[src/rtl/hpdl_scan_writer.sv]
// hpdl_scan_writer: periodically copies the 16-place character memory to four HPDL-1414
// displays, one timed setup/strobe/hold write cycle per place, with a blinking caret overlay.
module hpdl_scan_writer #(
    parameter int SETUP_CYC    = 4,
    parameter int WR_CYC       = 8,
    parameter int HOLD_CYC     = 4,
    parameter int REFRESH_DIV  = 4096,
    parameter int BLINK_FRAMES = 512
) (
    input  logic       CLK,
    input  logic       RST,
    output logic [3:0] rd_addr,
    input  logic [6:0] rd_data,
    input  logic [3:0] caret_pos,
    input  logic       caret_en,
    output logic       busy,
    output logic       frame_done,
    output logic [6:0] HPDL_D,
    output logic [1:0] HPDL_A,
    output logic [3:0] HPDL_WR
);
    typedef enum logic [2:0] {IDLE, FETCH, SETUP, STROBE, HOLD} state_t;
    localparam int RW = $clog2(REFRESH_DIV);
    localparam int FW = $clog2(BLINK_FRAMES + 1);
    state_t        r_state, w_next;
    logic [15:0]   r_cnt, w_len;
    logic [RW-1:0] r_ref;
    logic [FW-1:0] r_fcnt;
    logic [3:0]    r_place, r_cpos;
    logic          r_pend, r_cen, r_blink, r_bl;
    logic          w_req, w_last, w_start, w_end;
    logic [6:0]    w_map, w_char;

    assign rd_addr = r_place;

    always_comb begin
        w_req   = r_ref == '0;
        w_len   = r_state == FETCH ? 16'd2 : r_state == SETUP ? 16'(SETUP_CYC) :
                  r_state == STROBE ? 16'(WR_CYC) : 16'(HOLD_CYC);
        w_last  = r_cnt == w_len - 16'd1;
        w_start = r_state == IDLE && (w_req || r_pend);
        w_end   = r_state == HOLD && w_last && r_place == 4'hF;
        w_map   = (rd_data >= 7'h61 && rd_data <= 7'h7A) ? rd_data - 7'h20 :
                  (rd_data < 7'h20 || rd_data > 7'h5F) ? 7'h20 : rd_data;
        w_char  = (r_cen && r_bl && r_place == r_cpos) ? 7'h5F : w_map;
        w_next  = r_state;
        case (r_state)
            IDLE:    w_next = w_start ? FETCH : IDLE;
            FETCH:   w_next = w_last ? SETUP : FETCH;
            SETUP:   w_next = w_last ? STROBE : SETUP;
            STROBE:  w_next = w_last ? HOLD : STROBE;
            HOLD:    w_next = !w_last ? HOLD : r_place == 4'hF ? IDLE : FETCH;
            default: w_next = IDLE;
        endcase
    end

    always_ff @(posedge CLK) begin
        if (RST) begin
            r_state <= IDLE;
            r_cnt   <= '0;
        end else begin
            r_state <= w_next;
            r_cnt   <= (r_state == IDLE || w_last) ? '0 : r_cnt + 16'd1;
        end
    end

    always_ff @(posedge CLK) begin
        if (RST) begin
            r_ref      <= '0;
            r_pend     <= 1'b0;
            r_place    <= 4'd0;
            r_cpos     <= 4'd0;
            r_cen      <= 1'b0;
            r_bl       <= 1'b0;
            r_blink    <= 1'b0;
            r_fcnt     <= '0;
            busy       <= 1'b0;
            frame_done <= 1'b0;
            HPDL_D     <= 7'h20;
            HPDL_A     <= 2'b11;
            HPDL_WR    <= 4'hF;
        end else begin
            r_ref      <= r_ref == RW'(REFRESH_DIV - 1) ? '0 : r_ref + RW'(1);
            r_pend     <= r_state == IDLE ? 1'b0 : (r_pend | w_req);
            frame_done <= w_end;
            busy       <= w_start ? 1'b1 : w_end ? 1'b0 : busy;
            if (w_start) begin
                r_place <= 4'd0;
                r_cpos  <= caret_pos;
                r_cen   <= caret_en;
                r_bl    <= r_blink;
            end
            if (r_state == HOLD && w_last && r_place != 4'hF)
                r_place <= r_place + 4'd1;
            // D/A only move at the end of FETCH, so they are settled for the whole setup window
            if (r_state == FETCH && w_last) begin
                HPDL_D <= w_char;
                HPDL_A <= ~r_place[1:0];
            end
            HPDL_WR <= w_next == STROBE ? ~(4'b0001 << r_place[3:2]) : 4'hF;
            if (w_end) begin
                r_fcnt  <= r_fcnt == FW'(BLINK_FRAMES - 1) ? '0 : r_fcnt + FW'(1);
                r_blink <= r_blink ^ (r_fcnt == FW'(BLINK_FRAMES - 1));
            end
        end
    end
endmodule

[config.mk]
export PLATFORM = sky130hd
export DESIGN_NAME = hpdl_scan_writer
export DESIGN_NICKNAME = d
export VERILOG_FILES = /design/src/rtl/hpdl_scan_writer.sv
export SDC_FILE = /design/constraint.sdc
export NUM_CORES = 1
export LEC_CHECK = 0
export CORE_UTILIZATION = 56
export DETAILED_ROUTE_END_ITERATION = 8
export GPL_ROUTABILITY_DRIVEN = 0
export PLACE_DENSITY = 0.79
export REMOVE_ABC_BUFFERS = 1
export SKIP_LAST_GASP = 1
export SLEW_MARGIN = 15
export SYNTH_ARGS = -nofsm -noshare
export SYNTH_HDL_FRONTEND = slang
export SYNTH_SLANG_ARGS = --single-unit
[constraint.sdc]
create_clock -name CLK -period 2.9 [get_ports CLK]
set_input_delay 0.58 -clock CLK [delete_from_list [all_inputs] [get_ports CLK]]
set_output_delay 0.58 -clock CLK [all_outputs]
set_load 0.01 [all_outputs]
==> out/qor.csv, run 1 <==
stage,metric,value,unit
outcome,status,completed,
logic_synthesis,"EDFF count, synth",0,
sta,relative slew slack,0.5731,
cts,post_cts resized,0,
cells_and_area,number of diodes,0,
worst_setup_path,"Data required, critical path",3.16,ns
cells_and_area,Multi-input gate area,1654,sq um
sta,Worst Skew,0.008343,ns
drt,vias,2692,
grt,GRT met1 Usage,0.2877,
cells_and_area,fillers,480,
logic_synthesis,post-synth top area share,0.4299,
cells_and_area,Reg area,1361,sq um
sta,Max Clock Freq,388.7,MHz
logic_synthesis,top post-synthesis cells by area,"dfxtp_1 43%, xnor2_1 6.1%, nor2_1 4.7%",
drt,drc violations,0,
logic_synthesis,Mapped Cells,373,
drt,ANT nets after route,0,
worst_setup_path,CP cell instances,ha_1 -> and3_1 -> nand2_1 -> or4_1 -> or4_1 -> a21oi_1,
cts,CTS clock-pin slew for the worst setup and hold paths,0.07,ns
floorplan,Die H,77.20,um
worst_setup_path,CP Depth,6,
logic_synthesis,most frequent cell after synthesis,dfxtp_1,
logic_synthesis,"Warnings, synthesis",0,
cts,H-Tree Depth,3,
sta,Setup TNS Final,0,ns
grt,total track usage,0.2256,
grt,initial antenna violation count,0,
worst_hold_path,type of the tightest min-delay check,reg -> reg,
worst_setup_path,reg-to-reg endpoint,r_fcnt[7]$_SDFFE_PP0P_,
sta,Worst Tran Pin Value,0.6321,ns
cts,hold buffers post-CTS,0,
worst_hold_path,Worst Hold End,r_bl$_SDFFE_PP0P_,
grt,grt ovf,0,
cts,worst-case clock buffer depth,2,
grt,Top Usage Layer GRT,met2,
placement,dpl hpwl,4584,um
drt,initial DRC count,122,
worst_setup_path,Worst setup SP type,flop,
cts,root buffer cell,clkbuf_8,
drt,vias per cell,5.585,
worst_setup_path,R2R Setup Slk,0.33,ns
cells_and_area,final net count,428,
sta,RSZ-0062 raised after global routing,no,
logic_synthesis,syn avg cell area,8.490,sq um
grt,first-pass GRT wire length,10780,um
sta,Worst Hold Margin,0.4573,ns
cts,Inserted Clock Buffers,9,
sta,Hold Fails Final Rpt,0,
floorplan,die area,5960,sq um
sta,Setup Viol. Count Final,0,
cells_and_area,layout cell share with drive strength beyond 1,0.06585,
logic_synthesis,"Top FF cell, synth",dfxtp_1,
logic_synthesis,Seq cells post-synth,68,
worst_hold_path,min-delay src,r_bl$_SDFFE_PP0P_,
logic_synthesis,"top cells by count, synth","68 x dfxtp_1, 40 x nor2_1, 31 x nand2_1",
worst_setup_path,R2R depth,6,
sta,Final period util,0.8871,
logic_synthesis,Synth Cell Area,3167,sq um
worst_setup_path,critical path's largest stage delay,0.79,ns
worst_setup_path,"slowest stage cell, crit path",or4_1,
cts,"Clk Latency, worst-skew pair",0.34,ns
floorplan,Die X-Extent,77.20,um
power_and_ir_drop,Worst VDD drop,0.3372,mV
worst_setup_path,worst setup path class,reg -> reg,
logic_synthesis,ys async rst share,0,
floorplan,io pins,33,
grt,routing usage on met2,0.3681,
cts,Post-CTS Setup Repair Bufs,0,
worst_setup_path,crit path max fanout,19,
drt,WL/cell,13.34,um
worst_setup_path,buffers and inverters on the worst path,0,
floorplan,initial core utilization,0.5786,
cells_and_area,area delta synth->final,17.90,%
floorplan,core region area,5473,sq um
cts,CTS tree,done,
worst_setup_path,WP data arrival,2.84,ns
floorplan,num rows,27,
sta,fin. max-slew vios,0,
grt,number of global-route vias before repair,2428,
logic_synthesis,distinct cell type count after synthesis,44,
drt,first drt pass iteration count,4,
worst_setup_path,Most common cell on crit path,or4_1,
worst_setup_path,worst r2r src,rd_addr[0]$_SDFFE_PP0P_,
grt,global-route met3 utilization,0.04286,
sta,minimum clock period after layout,2.572,ns
worst_hold_path,worst hold path depth,2,
power_and_ir_drop,P_leak,1.313,nW
logic_synthesis,post-synth top area cell,dfxtp_1,
placement,IO Port Bufs,32,
drt,Post-Route WL,6428,um
worst_setup_path,Setup crit end kind,flop,
worst_setup_path,Top delay family on crit path,simple AND/OR/NAND/NOR gates,
grt,largest net degree at the start of global routing,38,
run,max cap viols,0,
cts,CTS Sinks,68,
logic_synthesis,register area share after synthesis,0.4299,
power_and_ir_drop,power per cell area,511.0,nW/um^2
-- where the power goes --
group / leakage, nW / internal, W / total, W / switching [W]
clock network: 0.0935 / 0.000416 / 0.000734 / 0.000318
registers: 0.550 / 0.000961 / 0.000982 / 0.0000209
logic: 0.669 / 0.0000834 / 0.000192 / 0.000108
total: 1.31 / 0.00146 / 0.00191 / 0.000448
-- through the flow --
step           std cells  setup slack (ns)  cell area [sq um]    util  total power, W
6_report             482            0.3275               3734  0.6822        0.001908
5_1_grt              482            0.1637               3734  0.6822        0.001990
2_1_floorplan        356            0.5991               3087       -        0.001106
3_5_place_dp         467           0.09015               3550  0.6486        0.001194
4_1_cts              482            0.3412               3734  0.6822        0.001927
3_3_place_gp         467            0.1528               3550  0.6486        0.001187
-- worst max path at each step --
stage	from	slack [ns]	end
2_1_floorplan	rd_addr[0]$_SDFFE_PP0P_	0.60	r_fcnt[9]$_SDFFE_PP0P_
3_3_place_gp	rd_data[4]	0.15	HPDL_D[3]$_SDFFE_PP0P_
3_5_place_dp	rd_data[4]	0.09	HPDL_D[0]$_SDFFE_PP0P_
4_1_cts	rd_addr[0]$_SDFFE_PP0P_	0.34	r_fcnt[7]$_SDFFE_PP0P_
5_1_grt	r_cnt[13]$_SDFF_PP0_	0.16	r_fcnt[7]$_SDFFE_PP0P_
6_report	rd_addr[0]$_SDFFE_PP0P_	0.33	r_fcnt[7]$_SDFFE_PP0P_
-- cells in the final DEF (no fill, tap or decap), drive strengths merged, types with 2 or more instances in the layout --
cell type	Yosys	layout
inv	19	19
o21ai	16	16
clkbuf	9	13
nand3	20	20
xor2	12	12
o31ai	4	4
and3	12	12
buf	8	7
clkdlybuf4s50	0	32
dfxtp	68	68
nor3b	2	2
and4	4	4
a21oi	22	22
or3	6	6
nand4	9	9
or4	7	7
a211o	2	2
a41oi	4	4
nor2b	3	3
nand4b	3	3
nor3	11	11
nor4	7	7
nor2	40	40
ha	8	8
or2	5	5
xnor2	22	22
nand2	31	31
a221oi	6	6
-- worst min-delay path, stage by stage (launching register included) --
cell and delay [ns]:
dfxtp_1 0.31, nand2_1 0.05, a21oi_1 0.05
-- state kept, by name, indices dropped and copies added, names as in the netlist, 2 cells and up --
| name | count |
|---|---|
| HPDL_D | 7 |
| rd_addr | 4 |
| HPDL_WR | 4 |
| r_cpos | 4 |
| r_cnt | 16 |
| HPDL_A | 2 |
| r_fcnt | 10 |
| r_state | 3 |
| r_ref | 12 |
-- metal layers --
layer  vias to the layer above  share of wire
met3                        12          0.025
met1                      1254           0.48
li1                       1391              -
met2                        35           0.48
met4                         0          0.015
met5                         -              0
-- logic make-up after synthesis --
logic type	share of synthesized area
adders and majority gates	0.03161
and+or+nand+nor	0.2706
AOI/OAI and AO/OA	0.1260
DFF	0.4299
xor gates and xnor gates	0.09403
buffers and inverters	0.04781
-- area by class of cell --
class                      count  share of cell area
inverter                      19             0.01910
tap                           72             0.02413
sequential                    68              0.3646
timing repair buffer          39             0.09987
clock inverter                 2            0.009383
clock buffer                  13             0.03988
multi-input combinational    269              0.4430
Power figures use the tool's default switching activity.
==> run 2, diff against run 1 <==
--- a/config.mk
+++ b/config.mk
@@ -9,7 +9,9 @@
 export DETAILED_ROUTE_END_ITERATION = 8
 export GPL_ROUTABILITY_DRIVEN = 0
 export PLACE_DENSITY = 0.79
+export RECOVER_POWER = 50
 export REMOVE_ABC_BUFFERS = 1
+export SKIP_CTS_REPAIR_TIMING = 1
 export SKIP_LAST_GASP = 1
 export SLEW_MARGIN = 15
 export SYNTH_ARGS = -nofsm -noshare
==> constraint.sdc (replaced) <==
create_clock -name CLK -period 2.9 [get_ports CLK]
set_input_delay 0.58 -clock CLK [delete_from_list [all_inputs] [get_ports CLK]]
set_output_delay 0.58 -clock CLK [all_outputs]
set_load 0.1 [all_outputs]
==> out/qor.csv, run 2 (synthesis results as in run 1) <==
stage,metric,value,unit,change
sta,Setup Viol. Count Final,0,,unchanged
grt,grt ovf,0,,unchanged
cts,CTS Sinks,68,,unchanged
cts,"Clk Latency, worst-skew pair",0.35,ns,about the same
placement,IO Port Bufs,32,,unchanged
grt,number of global-route vias before repair,2401,,-1.1%
worst_setup_path,CP cell instances,nor4_1 -> nand4_1 -> or4_1 -> or4_1 -> a21oi_1,,
power_and_ir_drop,P_leak,1.287,nW,-2.0%
placement,Area after DPL,3495,sq um,-1.6%
floorplan,core region area,5473,sq um,unchanged
floorplan,io pins,33,,unchanged
cells_and_area,final cell area excluding filler cells,3670,sq um,-1.7%
cells_and_area,area delta synth->final,15.88,%,
cells_and_area,fillers,483,,+0.63%
floorplan,num rows,27,,unchanged
grt,first-pass GRT wire length,11070,um,+2.6%
worst_setup_path,"slowest stage cell, crit path",or4_1,,
worst_setup_path,R2R Setup Slk,0.31,ns,-0.02 ns
drt,vias per cell,5.641,,+1.0%
worst_setup_path,worst r2r src,r_cnt[7]$_SDFF_PP0_,,
power_and_ir_drop,PnR Total Power,0.002183,W,+14%
cts,root buffer cell,clkbuf_8,,
cts,CTS clock-pin slew for the worst setup and hold paths,0.07,ns,about the same
worst_setup_path,WP data arrival,2.87,ns,+0.03 ns
grt,initial antenna violation count,0,,unchanged
cells_and_area,final net count,427,,-0.23%
power_and_ir_drop,Worst VDD drop,0.2760,mV,-18%
grt,total track usage,0.2323,,+0.006621
cts,CTS tree,done,,
floorplan,Die H,77.20,um,unchanged
placement,Cells after DPL,466,,-0.21%
cells_and_area,final non-filler cell total,482,,unchanged
worst_setup_path,worst setup path class,reg -> reg,,
drt,initial DRC count,162,,+33%
sta,Worst Tran Pin Value,1.183,ns,+0.5514 ns
sta,relative slew slack,0.2144,,-0.3586
cts,Inserted Clock Buffers,9,,unchanged
worst_setup_path,critical path's largest stage delay,0.79,ns,about the same
power_and_ir_drop,internal power,0.001647,W,+13%
worst_setup_path,crit path max fanout,19,,unchanged
placement,dpl hpwl,4332,um,-5.5%
power_and_ir_drop,Net Sw Power,0.0005364,W,+20%
worst_setup_path,Setup crit end kind,flop,,
run,max cap viols,0,,unchanged
sta,fin. max-slew vios,0,,unchanged
worst_setup_path,reg-to-reg endpoint,r_fcnt[9]$_SDFFE_PP0P_,,
worst_setup_path,Worst setup SP type,flop,,
floorplan,die area,5960,sq um,unchanged
cells_and_area,Final Util,0.6706,,-0.01166
worst_hold_path,type of the tightest min-delay check,reg -> reg,,
sta,Hold Fails Final Rpt,0,,unchanged
cells_and_area,max FFs per register,16,,unchanged
worst_hold_path,min-delay src,r_bl$_SDFFE_PP0P_,,
worst_hold_path,worst hold path depth,2,,unchanged
worst_setup_path,"Data required, critical path",3.18,ns,+0.02 ns
cells_and_area,Largest regs,"r_cnt x16, r_ref x12, r_fcnt x10",,
power_and_ir_drop,power per cell area,594.9,nW/um^2,+16%
drt,Post-Route WL,6428,um,unchanged
cts,worst-case clock buffer depth,2,,unchanged
drt,first drt pass iteration count,4,,unchanged
sta,RSZ-0062 raised after global routing,no,,
cells_and_area,number of diodes,0,,unchanged
worst_setup_path,Most common cell on crit path,or4_1,,
cells_and_area,most frequent cells in the layout,"68 x dfxtp_1, 40 x nor2_1, 31 x nand2_1",,
power_and_ir_drop,Comb power frac,0.106,,+0.006
drt,drc violations,0,,unchanged
cts,H-Tree Depth,3,,unchanged
cells_and_area,Reg area,1361,sq um,unchanged
worst_setup_path,R2R depth,5,,-1
cells_and_area,most flop-heavy register,r_cnt,,
grt,largest net degree at the start of global routing,20,,-47%
drt,ANT nets after route,0,,unchanged
drt,vias,2719,,+1.0%
sta,Worst Skew,0.007978,ns,-0.0003647 ns
power_and_ir_drop,sequential share of power,0.453,,-0.062
cells_and_area,Multi-input gate area,1654,sq um,unchanged
drt,WL/cell,13.34,um,unchanged
power_and_ir_drop,clock group share of total power,0.441,,+0.056
worst_hold_path,Worst Hold End,r_bl$_SDFFE_PP0P_,,
sta,minimum clock period after layout,2.590,ns,+0.01758 ns
cells_and_area,"commonest non-fill, non-tap cell in the layout",dfxtp_1,,
sta,Setup TNS Final,0,ns,unchanged
cells_and_area,layout cell share with drive strength beyond 1,0.06585,,unchanged
floorplan,Die X-Extent,77.20,um,unchanged
floorplan,initial core utilization,0.5786,,unchanged
sta,Max Clock Freq,386.1,MHz,-0.68%
power_and_ir_drop,switching part of the total,0.2457,,+0.01114
sta,Final period util,0.8931,,+0.006062
outcome,status,completed,,
-- run 2: worst max-delay path, delay by kind of cell, from the launching register on --
kind	cells	cell delay, ns
DFF	1	0.36
AOI/OAI and AO/OA	1	0.15
and+or+nand+nor	4	2.00
-- run 2: cell type report --
cell class              count  share of cell area
multi-input cells         269              0.4507
repair buffers             38             0.06614
well taps                  72             0.02455
clock inverters             4             0.02591
flip-flops and latches     68              0.3710
inverters                  19             0.01943
clock buffers              12             0.04228
-- run 2: stage by stage --
| step | hold slack, ns | setup slack (ns) |
|---|---|---|
| after floorplan | 0.4301 | -0.08362 |
| after global placement | 0.4469 | 0.1544 |
| after detailed placement | 0.4522 | 0.1107 |
| after CTS | 0.4617 | 0.3302 |
| after global routing | 0.4875 | 0.1212 |
| final | 0.4636 | 0.3099 |
-- run 2: worst max-delay path by stage --
stage | start | endpoint | depth (start not counted)
3_5_place_dp | rd_data[4] | HPDL_D[1]$_SDFFE_PP0P_ | 6
4_1_cts | rd_addr[0]$_SDFFE_PP0P_ | r_fcnt[9]$_SDFFE_PP0P_ | 6
5_1_grt | r_cnt[7]$_SDFF_PP0_ | r_fcnt[7]$_SDFFE_PP0P_ | 5
3_3_place_gp | rd_data[4] | HPDL_D[3]$_SDFFE_PP0P_ | 6
2_1_floorplan | rd_addr[0]$_SDFFE_PP0P_ | r_fcnt[9]$_SDFFE_PP0P_ | 6
6_report | r_cnt[7]$_SDFF_PP0_ | r_fcnt[9]$_SDFFE_PP0P_ | 5
-- run 2: power by group through the flow --
stage / Combinational (W) / Sequential [W] / Clock, W
5_1_grt: 0.000253 / 0.000991 / 0.00103
3_3_place_gp: 0.000236 / 0.00101 / 0
2_1_floorplan: 0.0000997 / 0.00107 / 0
6_report: 0.000232 / 0.000988 / 0.000963
3_5_place_dp: 0.000239 / 0.00101 / 0
4_1_cts: 0.000241 / 0.000988 / 0.000982
-- run 2: layer usage --
metal  up-vias  global-route usage  part of all wire
li1       1382                   -                 -
met4         0             0.09057             0.017
met3        10             0.06429             0.033
met1      1292              0.3072              0.49
met2        35              0.3566              0.46
met5         -                   0                 0
==> run 3, diff against run 2 <==
--- a/config.mk
+++ b/config.mk
@@ -13,7 +13,7 @@
 export REMOVE_ABC_BUFFERS = 1
 export SKIP_CTS_REPAIR_TIMING = 1
 export SKIP_LAST_GASP = 1
-export SLEW_MARGIN = 15
+export SLEW_MARGIN = 10
 export SYNTH_ARGS = -nofsm -noshare
 export SYNTH_HDL_FRONTEND = slang
 export SYNTH_SLANG_ARGS = --single-unit
==> results of run 3 <==
No change in the layout: final DEF, timing and power equal those of run 2.
